[src/rtl/video_pkg.sv]
// Shared video constants for the sprite engine.
// Contents: default sprite geometry, palette-index width, transparent index,
// button step size, active screen size, and a small clamp helper used when
// loading sprite positions.
package video_pkg;

  localparam int DEF_SCREEN_W    = 800;
  localparam int DEF_SCREEN_H    = 600;
  localparam int DEF_SPRITE_SIZE = 32;
  localparam int DEF_NUM_SPRITES = 4;
  localparam int DEF_IDX_W       = 8;
  localparam int DEF_TRANSPARENT = 0;
  localparam int DEF_STEP        = 4;

  // Saturate a 10-bit coordinate at an upper limit.
  function automatic logic [9:0] clamp10(input logic [9:0] v, input logic [9:0] lim);
    return (v > lim) ? lim : v;
  endfunction

endpackage

[src/rtl/sprite_engine_if.sv]
// Sprite memory bus between the sprite engine and the external sprite RAM.
// Ports (signals):
//   mem_addr : engine -> memory, registered read address
//   mem_data : memory -> engine, palette index, valid the cycle after mem_addr
// Modports: master (engine side), slave (memory side).
interface sprite_engine_if #(
  parameter int AW    = 12,
  parameter int IDX_W = 8
);
  logic [AW-1:0]    mem_addr;
  logic [IDX_W-1:0] mem_data;

  modport master (output mem_addr, input  mem_data);
  modport slave  (input  mem_addr, output mem_data);
endinterface

[src/rtl/sprite_hit.sv]
// Per-sprite position compare.
// Ports:
//   x_i, y_i           : sprite top-left corner
//   en_i               : sprite enable
//   video_enable_i     : active-area flag
//   pixel_x_i/pixel_y_i: current scan position
//   hit_o              : scan position lies inside this sprite
//   off_x_o/off_y_o    : column/row offset of the scan position inside the sprite
module sprite_hit #(
  parameter  int SPRITE_SIZE = 32,
  localparam int OW          = $clog2(SPRITE_SIZE)
) (
  input  logic [9:0]    x_i,
  input  logic [9:0]    y_i,
  input  logic          en_i,
  input  logic          video_enable_i,
  input  logic [10:0]   pixel_x_i,
  input  logic [9:0]    pixel_y_i,
  output logic          hit_o,
  output logic [OW-1:0] off_x_o,
  output logic [OW-1:0] off_y_o
);

  // 12-bit compares so x+SPRITE_SIZE can never wrap past the screen edge.
  logic [11:0] px, py, x0, y0;
  logic        in_x, in_y;

  assign px   = {1'b0, pixel_x_i};
  assign py   = {2'b0, pixel_y_i};
  assign x0   = {2'b0, x_i};
  assign y0   = {2'b0, y_i};
  assign in_x = (px >= x0) && (px < x0 + 12'(SPRITE_SIZE));
  assign in_y = (py >= y0) && (py < y0 + 12'(SPRITE_SIZE));

  assign hit_o   = en_i & video_enable_i & in_x & in_y;
  assign off_x_o = OW'(px - x0);
  assign off_y_o = OW'(py - y0);

endmodule

[src/rtl/sprite_engine.sv]
// Hardware sprite overlay: per-pixel sprite hit detection, sprite memory
// addressing and opaque-pixel flagging with a fixed 2-cycle latency.
// Ports:
//   clk, reset            : pixel clock, synchronous active-high reset
//   video_enable          : active-area flag
//   pixel_x, pixel_y      : current scan position
//   frame_start           : frame pulse; samples the move buttons for sprite 0
//   left/right_sprite     : move sprite 0 by STEP pixels on frame_start
//   cfg_we/sel/x/y/en     : sprite position/enable write port
//   mem (master)          : sprite memory read bus (mem_addr/mem_data)
//   pix_idx, pix_valid    : palette index and opaque-sprite-pixel flag
module sprite_engine
  import video_pkg::*;
#(
  parameter  int SPRITE_SIZE = DEF_SPRITE_SIZE,
  parameter  int NUM_SPRITES = DEF_NUM_SPRITES,
  parameter  int IDX_W       = DEF_IDX_W,
  parameter  int TRANSPARENT = DEF_TRANSPARENT,
  parameter  int STEP        = DEF_STEP,
  parameter  int SCREEN_W    = DEF_SCREEN_W,
  parameter  int SCREEN_H    = DEF_SCREEN_H,
  localparam int SEL_W       = (NUM_SPRITES > 1) ? $clog2(NUM_SPRITES) : 1,
  localparam int AW          = $clog2(NUM_SPRITES * SPRITE_SIZE * SPRITE_SIZE)
) (
  input  logic             clk,
  input  logic             reset,
  input  logic             video_enable,
  input  logic [10:0]      pixel_x,
  input  logic [9:0]       pixel_y,
  input  logic             frame_start,
  input  logic             left_sprite,
  input  logic             right_sprite,
  input  logic             cfg_we,
  input  logic [SEL_W-1:0] cfg_sel,
  input  logic [9:0]       cfg_x,
  input  logic [9:0]       cfg_y,
  input  logic             cfg_en,
  sprite_engine_if.master  mem,
  output logic [IDX_W-1:0] pix_idx,
  output logic             pix_valid
);

  localparam int         OW     = $clog2(SPRITE_SIZE);
  localparam logic [9:0] X_MAX  = 10'(SCREEN_W - SPRITE_SIZE);
  localparam logic [9:0] Y_MAX  = 10'(SCREEN_H - SPRITE_SIZE);
  localparam logic [9:0] X_RST  = 10'((SCREEN_W - SPRITE_SIZE) / 2);
  localparam logic [9:0] Y_RST  = 10'((SCREEN_H - SPRITE_SIZE) / 2);
  localparam logic [9:0] STEP_V = 10'(STEP);

  logic [9:0] x_q [NUM_SPRITES];
  logic [9:0] x_d [NUM_SPRITES];
  logic [9:0] y_q [NUM_SPRITES];
  logic [9:0] y_d [NUM_SPRITES];
  logic       en_q [NUM_SPRITES];
  logic       en_d [NUM_SPRITES];

  logic [NUM_SPRITES-1:0] hit;
  logic [OW-1:0]          off_x [NUM_SPRITES];
  logic [OW-1:0]          off_y [NUM_SPRITES];

  logic [SEL_W-1:0]      sel;
  logic                  any_hit;
  logic [SEL_W+2*OW-1:0] addr_full;
  logic [AW-1:0]         mem_addr_q, mem_addr_d;
  logic                  hit_q;
  logic                  pix_valid_q, pix_valid_d;
  logic [IDX_W-1:0]      pix_idx_q, pix_idx_d;
  logic [10:0]           x0_plus;

  for (genvar g = 0; g < NUM_SPRITES; g++) begin : g_hit
    sprite_hit #(.SPRITE_SIZE(SPRITE_SIZE)) u_hit (
      .x_i            (x_q[g]),
      .y_i            (y_q[g]),
      .en_i           (en_q[g]),
      .video_enable_i (video_enable),
      .pixel_x_i      (pixel_x),
      .pixel_y_i      (pixel_y),
      .hit_o          (hit[g]),
      .off_x_o        (off_x[g]),
      .off_y_o        (off_y[g])
    );
  end

  // Sprite registers: button move on frame_start, then cfg write overrides it.
  assign x0_plus = {1'b0, x_q[0]} + 11'(STEP);

  always_comb begin
    for (int i = 0; i < NUM_SPRITES; i++) begin
      x_d[i]  = x_q[i];
      y_d[i]  = y_q[i];
      en_d[i] = en_q[i];
    end
    if (frame_start && (left_sprite ^ right_sprite)) begin
      if (left_sprite)
        x_d[0] = (x_q[0] < STEP_V) ? 10'd0 : x_q[0] - STEP_V;
      else
        x_d[0] = (x0_plus > {1'b0, X_MAX}) ? X_MAX : x0_plus[9:0];
    end
    for (int i = 0; i < NUM_SPRITES; i++) begin
      if (cfg_we && (int'(cfg_sel) == i)) begin
        x_d[i]  = clamp10(cfg_x, X_MAX);
        y_d[i]  = clamp10(cfg_y, Y_MAX);
        en_d[i] = cfg_en;
      end
    end
  end

  // Lowest-index hit wins; scanning downward lets lower indices overwrite.
  always_comb begin
    sel     = '0;
    any_hit = 1'b0;
    for (int i = NUM_SPRITES - 1; i >= 0; i--) begin
      if (hit[i]) begin
        sel     = SEL_W'(i);
        any_hit = 1'b1;
      end
    end
  end

  // Power-of-two sprite size turns sel*S^2 + row*S + col into a concatenation.
  assign addr_full  = {sel, off_y[sel], off_x[sel]};
  assign mem_addr_d = any_hit ? addr_full[AW-1:0] : mem_addr_q;

  assign pix_valid_d = hit_q && (mem.mem_data != IDX_W'(TRANSPARENT));
  assign pix_idx_d   = pix_valid_d ? mem.mem_data : '0;

  always_ff @(posedge clk) begin
    if (reset) begin
      for (int i = 0; i < NUM_SPRITES; i++) begin
        x_q[i]  <= (i == 0) ? X_RST : 10'd0;
        y_q[i]  <= (i == 0) ? Y_RST : 10'd0;
        en_q[i] <= (i == 0);
      end
      mem_addr_q  <= '0;
      hit_q       <= 1'b0;
      pix_valid_q <= 1'b0;
      pix_idx_q   <= '0;
    end else begin
      for (int i = 0; i < NUM_SPRITES; i++) begin
        x_q[i]  <= x_d[i];
        y_q[i]  <= y_d[i];
        en_q[i] <= en_d[i];
      end
      // stage 0: address and hit flag
      mem_addr_q  <= mem_addr_d;
      hit_q       <= any_hit;
      // stage 1: returned palette index
      pix_valid_q <= pix_valid_d;
      pix_idx_q   <= pix_idx_d;
    end
  end

  assign mem.mem_addr = mem_addr_q;
  assign pix_idx      = pix_idx_q;
  assign pix_valid    = pix_valid_q;

endmodule

[src/flat_wrapper.sv]
// flat-port wrapper written by rule: the top's interface ports become plain ports
module sprite_engine_flat import video_pkg::*;
#(
  parameter  int SPRITE_SIZE = DEF_SPRITE_SIZE,
  parameter  int NUM_SPRITES = DEF_NUM_SPRITES,
  parameter  int IDX_W       = DEF_IDX_W,
  parameter  int TRANSPARENT = DEF_TRANSPARENT,
  parameter  int STEP        = DEF_STEP,
  parameter  int SCREEN_W    = DEF_SCREEN_W,
  parameter  int SCREEN_H    = DEF_SCREEN_H,
  localparam int SEL_W       = (NUM_SPRITES > 1) ? $clog2(NUM_SPRITES) : 1,
  localparam int AW          = $clog2(NUM_SPRITES * SPRITE_SIZE * SPRITE_SIZE)
)
  (clk, reset, video_enable, pixel_x, pixel_y, frame_start, left_sprite, right_sprite, cfg_we, cfg_sel, cfg_x, cfg_y, cfg_en, pix_idx, pix_valid, mem_mem_addr, mem_mem_data);
  sprite_engine_if #(.AW(12), .IDX_W(IDX_W)) mem_i ();
  input  logic clk;
  input  logic reset;
  input  logic video_enable;
  input  logic [10:0] pixel_x;
  input  logic [9:0] pixel_y;
  input  logic frame_start;
  input  logic left_sprite;
  input  logic right_sprite;
  input  logic cfg_we;
  input  logic [SEL_W-1:0] cfg_sel;
  input  logic [9:0] cfg_x;
  input  logic [9:0] cfg_y;
  input  logic cfg_en;
  output logic [IDX_W-1:0] pix_idx;
  output logic pix_valid;
  output wire logic [$bits(mem_i.mem_addr)-1:0] mem_mem_addr;
  input wire logic [$bits(mem_i.mem_data)-1:0] mem_mem_data;
  assign mem_mem_addr = mem_i.mem_addr;
  assign mem_i.mem_data = mem_mem_data;
  sprite_engine #(.SPRITE_SIZE(SPRITE_SIZE), .NUM_SPRITES(NUM_SPRITES), .IDX_W(IDX_W), .TRANSPARENT(TRANSPARENT), .STEP(STEP), .SCREEN_W(SCREEN_W), .SCREEN_H(SCREEN_H)) u_core (.clk(clk), .reset(reset), .video_enable(video_enable), .pixel_x(pixel_x), .pixel_y(pixel_y), .frame_start(frame_start), .left_sprite(left_sprite), .right_sprite(right_sprite), .cfg_we(cfg_we), .cfg_sel(cfg_sel), .cfg_x(cfg_x), .cfg_y(cfg_y), .cfg_en(cfg_en), .mem(mem_i), .pix_idx(pix_idx), .pix_valid(pix_valid));
endmodule
[config.mk]
export PLATFORM = sky130hd
export DESIGN_NAME = sprite_engine_flat
export DESIGN_NICKNAME = d
export VERILOG_FILES = /design/src/rtl/video_pkg.sv /design/src/rtl/sprite_engine_if.sv /design/src/rtl/sprite_hit.sv /design/src/rtl/sprite_engine.sv /design/src/flat_wrapper.sv
export SDC_FILE = /design/constraint.sdc
export NUM_CORES = 1
export LEC_CHECK = 0
export CAP_MARGIN = 10
export CORE_MARGIN = 2
export CORE_UTILIZATION = 25
export DETAILED_ROUTE_END_ITERATION = 16
export GPL_ROUTABILITY_DRIVEN = 0
export GPL_TIMING_DRIVEN = 0
export SLEW_MARGIN = 20
export SYNTH_ARGS = -nofsm -noshare
export SYNTH_HDL_FRONTEND = slang
export SYNTH_SLANG_ARGS = --single-unit
[constraint.sdc]
create_clock -name clk -period 4.7 [get_ports clk]
set_input_delay 0.47 -clock clk [delete_from_list [all_inputs] [get_ports clk]]
set_output_delay 0.47 -clock clk [all_outputs]
set_load 0.05 [all_outputs]
==> impl_results.md, run 1 <==
* Run status: finished clean
* Critical Path Max Stage Delay at 600 ps
* Reg2Reg Setup Slack at 630 ps
* Fin util at 30.06%
* Insertion delay to the later sink of the worst-skew pair at 360 ps
* Synth warn at 0
* Top layer in use: met4
* Cts hold-fix bufs at 0
* # fillers at 3,742
* Vias/cell at 4.993
* Vias at 8,273
* Endpoint, Worst Hold: u_core.en_q[2]
* Post-synth EDFFs at 1
* Clock sink count at 106
* Worst-path clk slew at 80 ps
* Vias in the first global route at 7,787
* Synth cell types at 72
* Max Clock Skew at 9.232 ps
* TNS Setup at 0 ps
* DRT antenna net count at 0
* Worst-path fanout max at 10
* CP max stage cell: nor4b_2
* Dpl cells at 1,641
* TritonRoute pass-1 iters at 5
* Worst-margin pin slew at 1206 ps
* Hold Crit Class: register to register
* Total power draw at 2.434 mW
* Hold-critical path depth at 2
* Syn Inst Count at 1,111
* Worst setup EP type: register
* Area of the multi-input gates at 6055 um^2
* Row count at 68
* Die width at 191.1 um
* CP Buf/Inv Count at 4
* P&R area growth vs syn at 18.59%
* Clock buffer depth at 2
* Crit path max-delay family: compound AO/OA/AOI/OAI gates
* Wl on met1 at 12,860 um
* Async S/R FF share, synth at 0%
* Final Cycle Share at 86.50%
* Number of setup buffers added after CTS at 0
* # port buffers at 75
* Starting density of the core at 25.34%
* Die height at 191.1 um
* Final hold vios at 0
* Die area at 36,530 um^2
* #FFs+latches synth at 106
* CP required at 5000 ps
* Min Tclk post-route at 4065 ps
* Detailed Place HPWL at 22,630 um
* Global route overflow at 0
* Crit path launch type: register
* WL met2 at 13,250 um
* R2R cell count at 15
* Largest net degree at the start of global routing at 19
* Slew Limit Fails at 0
* TritonCTS buffer count at 9
* Post-Syn Area at 8755 um^2
* Crit path top cell by count: a21oi_1
* Ratio of cells with drive above 1 in the final layout at 2.995%
* Final count of negative-setup-slack endpoints at 0
* Leak at 3.925 nW
* Cts repair resizes at 0
* Top Ports at 80
* Max H-tree Level at 3
* Worst vdd ir at 0.1762 mV
* RR Endpoint: u_core.mem.mem_addr[4]
* RSZ-0062 raised after global routing: no
* Residual DRC at 0
* Worst Path Arrival at 4370 ps
* CTS tree: built
* Nets at 1,400
* Root Buffer: clkbuf_16
* Seq/Total Area, Yosys at 24.35%
* Final Non-Filler Cells at 1,657
* Mapped Nets at 1,314
* Routed WL at 28,640 um
* Antenna violations before repair at 0
* Syn Area/Cell at 7.880 um^2
* Max_cap viols at 0
* Hold path start: u_core.en_q[2]
* GRT Overall Usage at 15.67%
* PwrDens at 234.5 nW/um^2
* Average wire per standard cell at 17.28 um
* Relative slew slack at 19.32%
* Sequential standard cell area at 2132 um^2
* F_max at 0.2460 GHz
* Met3 wire len at 1490 um
* Worst r2r src: u_core.x_q[0][5]
* Antenna Cells at 0
* Kind of critical path: register to register
* CP Cell Sequence: clkbuf_1 -> inv_1 -> ha_1 -> inv_1 -> ha_1 -> a21o_1 -> a21oi_1 -> o211ai_1 -> a21oi_1 -> nor4b_2 -> clkbuf_1 -> nor2_1 -> a221oi_1 -> o21ai_0 -> a21oi_1
* Ys flop type: dfxtp_1
* Core Area at 34,540 um^2
* Detailed router's first-iteration violation count at 555
* Hold_ws at 457.2 ps
* First-pass GRT wire length at 43,830 um
[final cells by class]
cell class	instances	area share [%]
buffer	46	1.976
clock buffer	10	2.205
clock inverter	6	0.7110
inverter	98	3.543
multi-input combinational	861	58.32
sequential	106	20.53
tap	455	5.483
timing repair buffer	75	7.231
[cells in the mapped netlist, drive strengths merged, types with 4 or more instances]
master | instances | share of area [%]
and3 | 9 | 0.64
a21oi | 117 | 6.7
nand3b | 4 | 0.34
o211ai | 10 | 0.86
o21a | 12 | 1.0
mux2i | 20 | 2.3
a211oi | 22 | 1.9
dfxtp | 105 | 24
a21o | 17 | 1.5
o31a | 4 | 0.40
xor2 | 8 | 0.80
nor2 | 83 | 3.6
a2111oi | 9 | 1.1
fa | 8 | 1.8
a311oi | 4 | 0.40
nor3 | 15 | 0.86
clkbuf | 39 | 1.7
and2 | 12 | 0.86
or3 | 4 | 0.29
nand3 | 55 | 3.1
nand2b | 9 | 0.73
xnor2 | 39 | 3.9
nand4 | 12 | 0.86
buf | 7 | 0.67
ha | 136 | 19
and4 | 4 | 0.40
nand2 | 119 | 5.1
o21ai | 43 | 2.5
a31oi | 6 | 0.43
o22ai | 5 | 0.36
nor4 | 6 | 0.43
inv | 98 | 4.2
a22oi | 6 | 0.57
nor2b | 17 | 1.2
[routing by layer]
metal / vias to the layer above / GRT usage [%]
li1: 4110 / -
met1: 3874 / 20.09
met2: 230 / 26.42
met3: 59 / 1.909
met4: 0 / 6.686
met5: - / 0
[kinds of logic after synthesis]
kind of cell | count (synthesis) | share of synthesized area [%]
AO/OA/AOI/OAI | 286 | 20.94
XOR/XNOR | 47 | 4.702
adder cells (fa/ha/maj) | 144 | 21.27
buffers and inverters | 144 | 6.546
flip-flops | 106 | 24.35
multiplexers | 20 | 2.287
AND/OR/NAND/NOR | 364 | 19.91
[worst max-delay path by stage]
stage,end,cells after the start,slack (ps),start
final,u_core.mem.mem_addr[4],15,630,u_core.x_q[0][5]
after global routing,u_core.mem.mem_addr[3],14,300,u_core.x_q[0][5]
after CTS,u_core.mem.mem_addr[0],13,680,pixel_y[9]
after detailed placement,u_core.mem.mem_addr[5],13,340,pixel_y[9]
after global placement,u_core.mem.mem_addr[5],13,380,pixel_y[9]
after floorplan,u_core.mem.mem_addr[1],15,1380,u_core.x_q[2][5]
[report_power, final]
group          total (mW)  internal (mW)  switching [mW]
clock               0.814          0.421           0.393
combinational       0.666          0.264           0.402
sequential          0.954          0.930          0.0246
[placed cells by master (no fill, tap or decap), types with 4 or more instances in the layout]
cell | Yosys | layout
a2111oi_0 | 8 | 8
a211oi_1 | 21 | 21
a21o_1 | 16 | 16
a21oi_1 | 117 | 117
a22oi_1 | 5 | 5
a311oi_1 | 4 | 4
a31oi_1 | 6 | 6
and2_1 | 12 | 12
and3_1 | 9 | 9
and4_1 | 4 | 4
clkbuf_1 | 39 | 40
clkbuf_16 | 0 | 9
clkdlybuf4s50_1 | 0 | 75
dfxtp_1 | 105 | 105
fa_1 | 8 | 8
ha_1 | 136 | 136
inv_1 | 98 | 98
mux2i_1 | 20 | 20
nand2_1 | 118 | 118
nand2b_1 | 8 | 8
nand3_1 | 55 | 55
nand3b_1 | 4 | 4
nand4_1 | 12 | 12
nor2_1 | 83 | 83
nor2b_1 | 17 | 17
nor3_1 | 15 | 15
nor4_1 | 6 | 6
o211ai_1 | 10 | 10
o21a_1 | 12 | 12
o21ai_0 | 41 | 41
o22ai_1 | 5 | 5
o31a_1 | 4 | 4
or3_1 | 4 | 4
xnor2_1 | 39 | 39
xor2_1 | 8 | 8
[worst min-delay path: stages (launching register included)]
cell	delay, ps
dfxtp_1	310
nand2_1	50
a21oi_1	50
[flip-flops by register name (all words and copies together), names as in the netlist]
signal               count
u_core.hit_q             1
u_core.x_q              40
u_core.pix_valid         1
u_core.mem.mem_addr     12
u_core.y_q              40
u_core.pix_idx           8
u_core.en_q              4
[metrics by stage]
| stage | setup WS, ps | area (um^2) |
|---|---|---|
| final | 634.7 | 10380 |
| after global routing | 300.5 | 10380 |
| after CTS | 684.0 | 10380 |
| after detailed placement | 337.6 | 10080 |
| after global placement | 379.2 | 10070 |
| after floorplan | 1378 | 8755 |
Power figures use the tool's default switching activity.
==> run 2: changes to the inputs <==
- MAX_ROUTING_LAYER: default -> met4
==> impl_results.md, run 2 (same netlist as run 1, synthesis figures left out) <==
* Run status: finished clean
* Clock buffer depth at 2
* Clock sink count at 106
* Most common cell after layout, fill and taps aside: ha_1
* F_max at 0.2485 GHz
* Final WS setup at 675.4 ps
* CP Cell Sequence: clkbuf_1 -> inv_1 -> ha_1 -> inv_1 -> ha_1 -> a21o_1 -> a21oi_1 -> o211ai_1 -> a21oi_1 -> nor4b_2 -> clkbuf_1 -> nor2_1 -> a221oi_1 -> o21ai_0 -> a21oi_1
* Die width at 191.1 um
* Routed WL at 28,660 um
* Cts repair resizes at 0
* Leak at 3.925 nW
* P&R area growth vs syn at 18.59%
* Worst vdd ir at 0.1784 mV
* Final count of negative-setup-slack endpoints at 0
* CP Buf/Inv Count at 4
* Insertion delay to the later sink of the worst-skew pair at 370 ps
* Average wire per standard cell at 17.29 um
* GRT Overall Usage at 16.13%
* Detailed router's first-iteration violation count at 560
* Hold Crit Class: register to register
* Starting density of the core at 25.34%
* Final Cycle Share at 85.63%
* PwrDens at 234.1 nW/um^2
* Max_cap viols at 0
* Residual DRC at 0
* CTS tree: built
* CP startpoint: u_core.x_q[0][5]
* Slew Limit Fails at 0
* Crit path max-delay family: compound AO/OA/AOI/OAI gates
* Post-Place Setup Slack at 337.6 ps
* Crit path launch type: register
* Crit path top cell by count: a21oi_1
* CP max stage cell: nor4b_2
* Worst-path clk slew at 80 ps
* Detailed Place HPWL at 22,630 um
* Largest net degree at the start of global routing at 19
* Relative slew slack at 19.79%
* Final hold vios at 0
* First-pass GRT wire length at 43,840 um
* Top Ports at 80
* Kind of critical path: register to register
* Worst-path fanout max at 10
* Die height at 191.1 um
* Worst-margin pin slew at 1199 ps
* Root Buffer: clkbuf_16
* TNS Setup at 0 ps
* Core Area at 34,540 um^2
* Die area at 36,530 um^2
* TritonRoute pass-1 iters at 5
* Ratio of cells with drive above 1 in the final layout at 2.995%
* RSZ-0062 raised after global routing: no
* Row count at 68
* Hold path start: u_core.x_q[2][9]
* Max Clock Skew at 9.009 ps
* Number of setup buffers added after CTS at 0
* Worst setup EP type: register
* DRT antenna net count at 0
* Vias in the first global route at 7,785
* Nets at 1,400
* Vias at 8,269
* Fin util at 30.06%
* Antenna violations before repair at 0
* Worst r2r src: u_core.x_q[0][5]
* Global route overflow at 0
* Commonest cells after routing, fill and taps aside: ha_1 (136), nand2_1 (118), a21oi_1 (117)
* Antenna Cells at 0
* Cts hold-fix bufs at 0
* Max H-tree Level at 3
* TritonCTS buffer count at 9
* CP required at 5000 ps
* # port buffers at 75
* Min Tclk post-route at 4025 ps
* Vias/cell at 4.990
* Total power draw at 2.430 mW
* Worst Path Arrival at 4330 ps
* Critical Path Max Stage Delay at 590 ps
run 2: cell counts in the layout (fill, tap and decap cells not counted):
Identical to the previous run, type by type.
run 2: layout make-up:
cell class / count / area, um^2
plain buffers: 46 / 205.2
multi-input cells: 861 / 6055
repair buffers: 75 / 750.7
fillers: 3742 / 24160
well taps: 455 / 569.3
clock inverters: 6 / 73.82
inverters: 98 / 367.9
clock buffers: 10 / 229.0
flip-flops and latches: 106 / 2132
run 2: worst reg2reg max path, cell delays in order (launching register included):
cell,delay (ps)
dfxtp_1,380
clkbuf_1,340
inv_1,210
ha_1,330
inv_1,40
ha_1,280
a21o_1,160
a21oi_1,130
o211ai_1,100
a21oi_1,280
nor4b_2,590
clkbuf_1,400
nor2_1,170
a221oi_1,300
o21ai_0,130
a21oi_1,120
run 2: routing by layer:
metal / up-vias / GRT usage, % / share of wire, %
met5: - / - / 0
met4: 0 / 6.686 / 3.8
met3: 61 / 1.946 / 5.5
met2: 236 / 26.39 / 46
met1: 3858 / 20.10 / 44
li1: 4114 / - / -
run 2: power by group:
group | internal, mW | switching, mW
logic | 0.263 | 0.403
clock network | 0.421 | 0.389
registers | 0.930 | 0.0246
total | 1.61 | 0.816
run 2: stage by stage:
stage               area, um^2  hold slack, ps  cells
floorplan                 8755           436.3   1111
global placement         10070           441.5   1641
detailed placement       10080           447.7   1641
CTS                      10380           458.3   1657
global route             10380           473.3   1657
finish                   10380           456.1   1657
run 2: final timing paths:
check,endpoint,slack (ps),cells past startpoint
setup / recovery,u_core.mem.mem_addr[4],680,15
hold reg to reg,u_core.x_q[2][9],460,2
setup reg to reg,u_core.mem.mem_addr[4],680,15
hold / removal,u_core.x_q[2][9],460,2
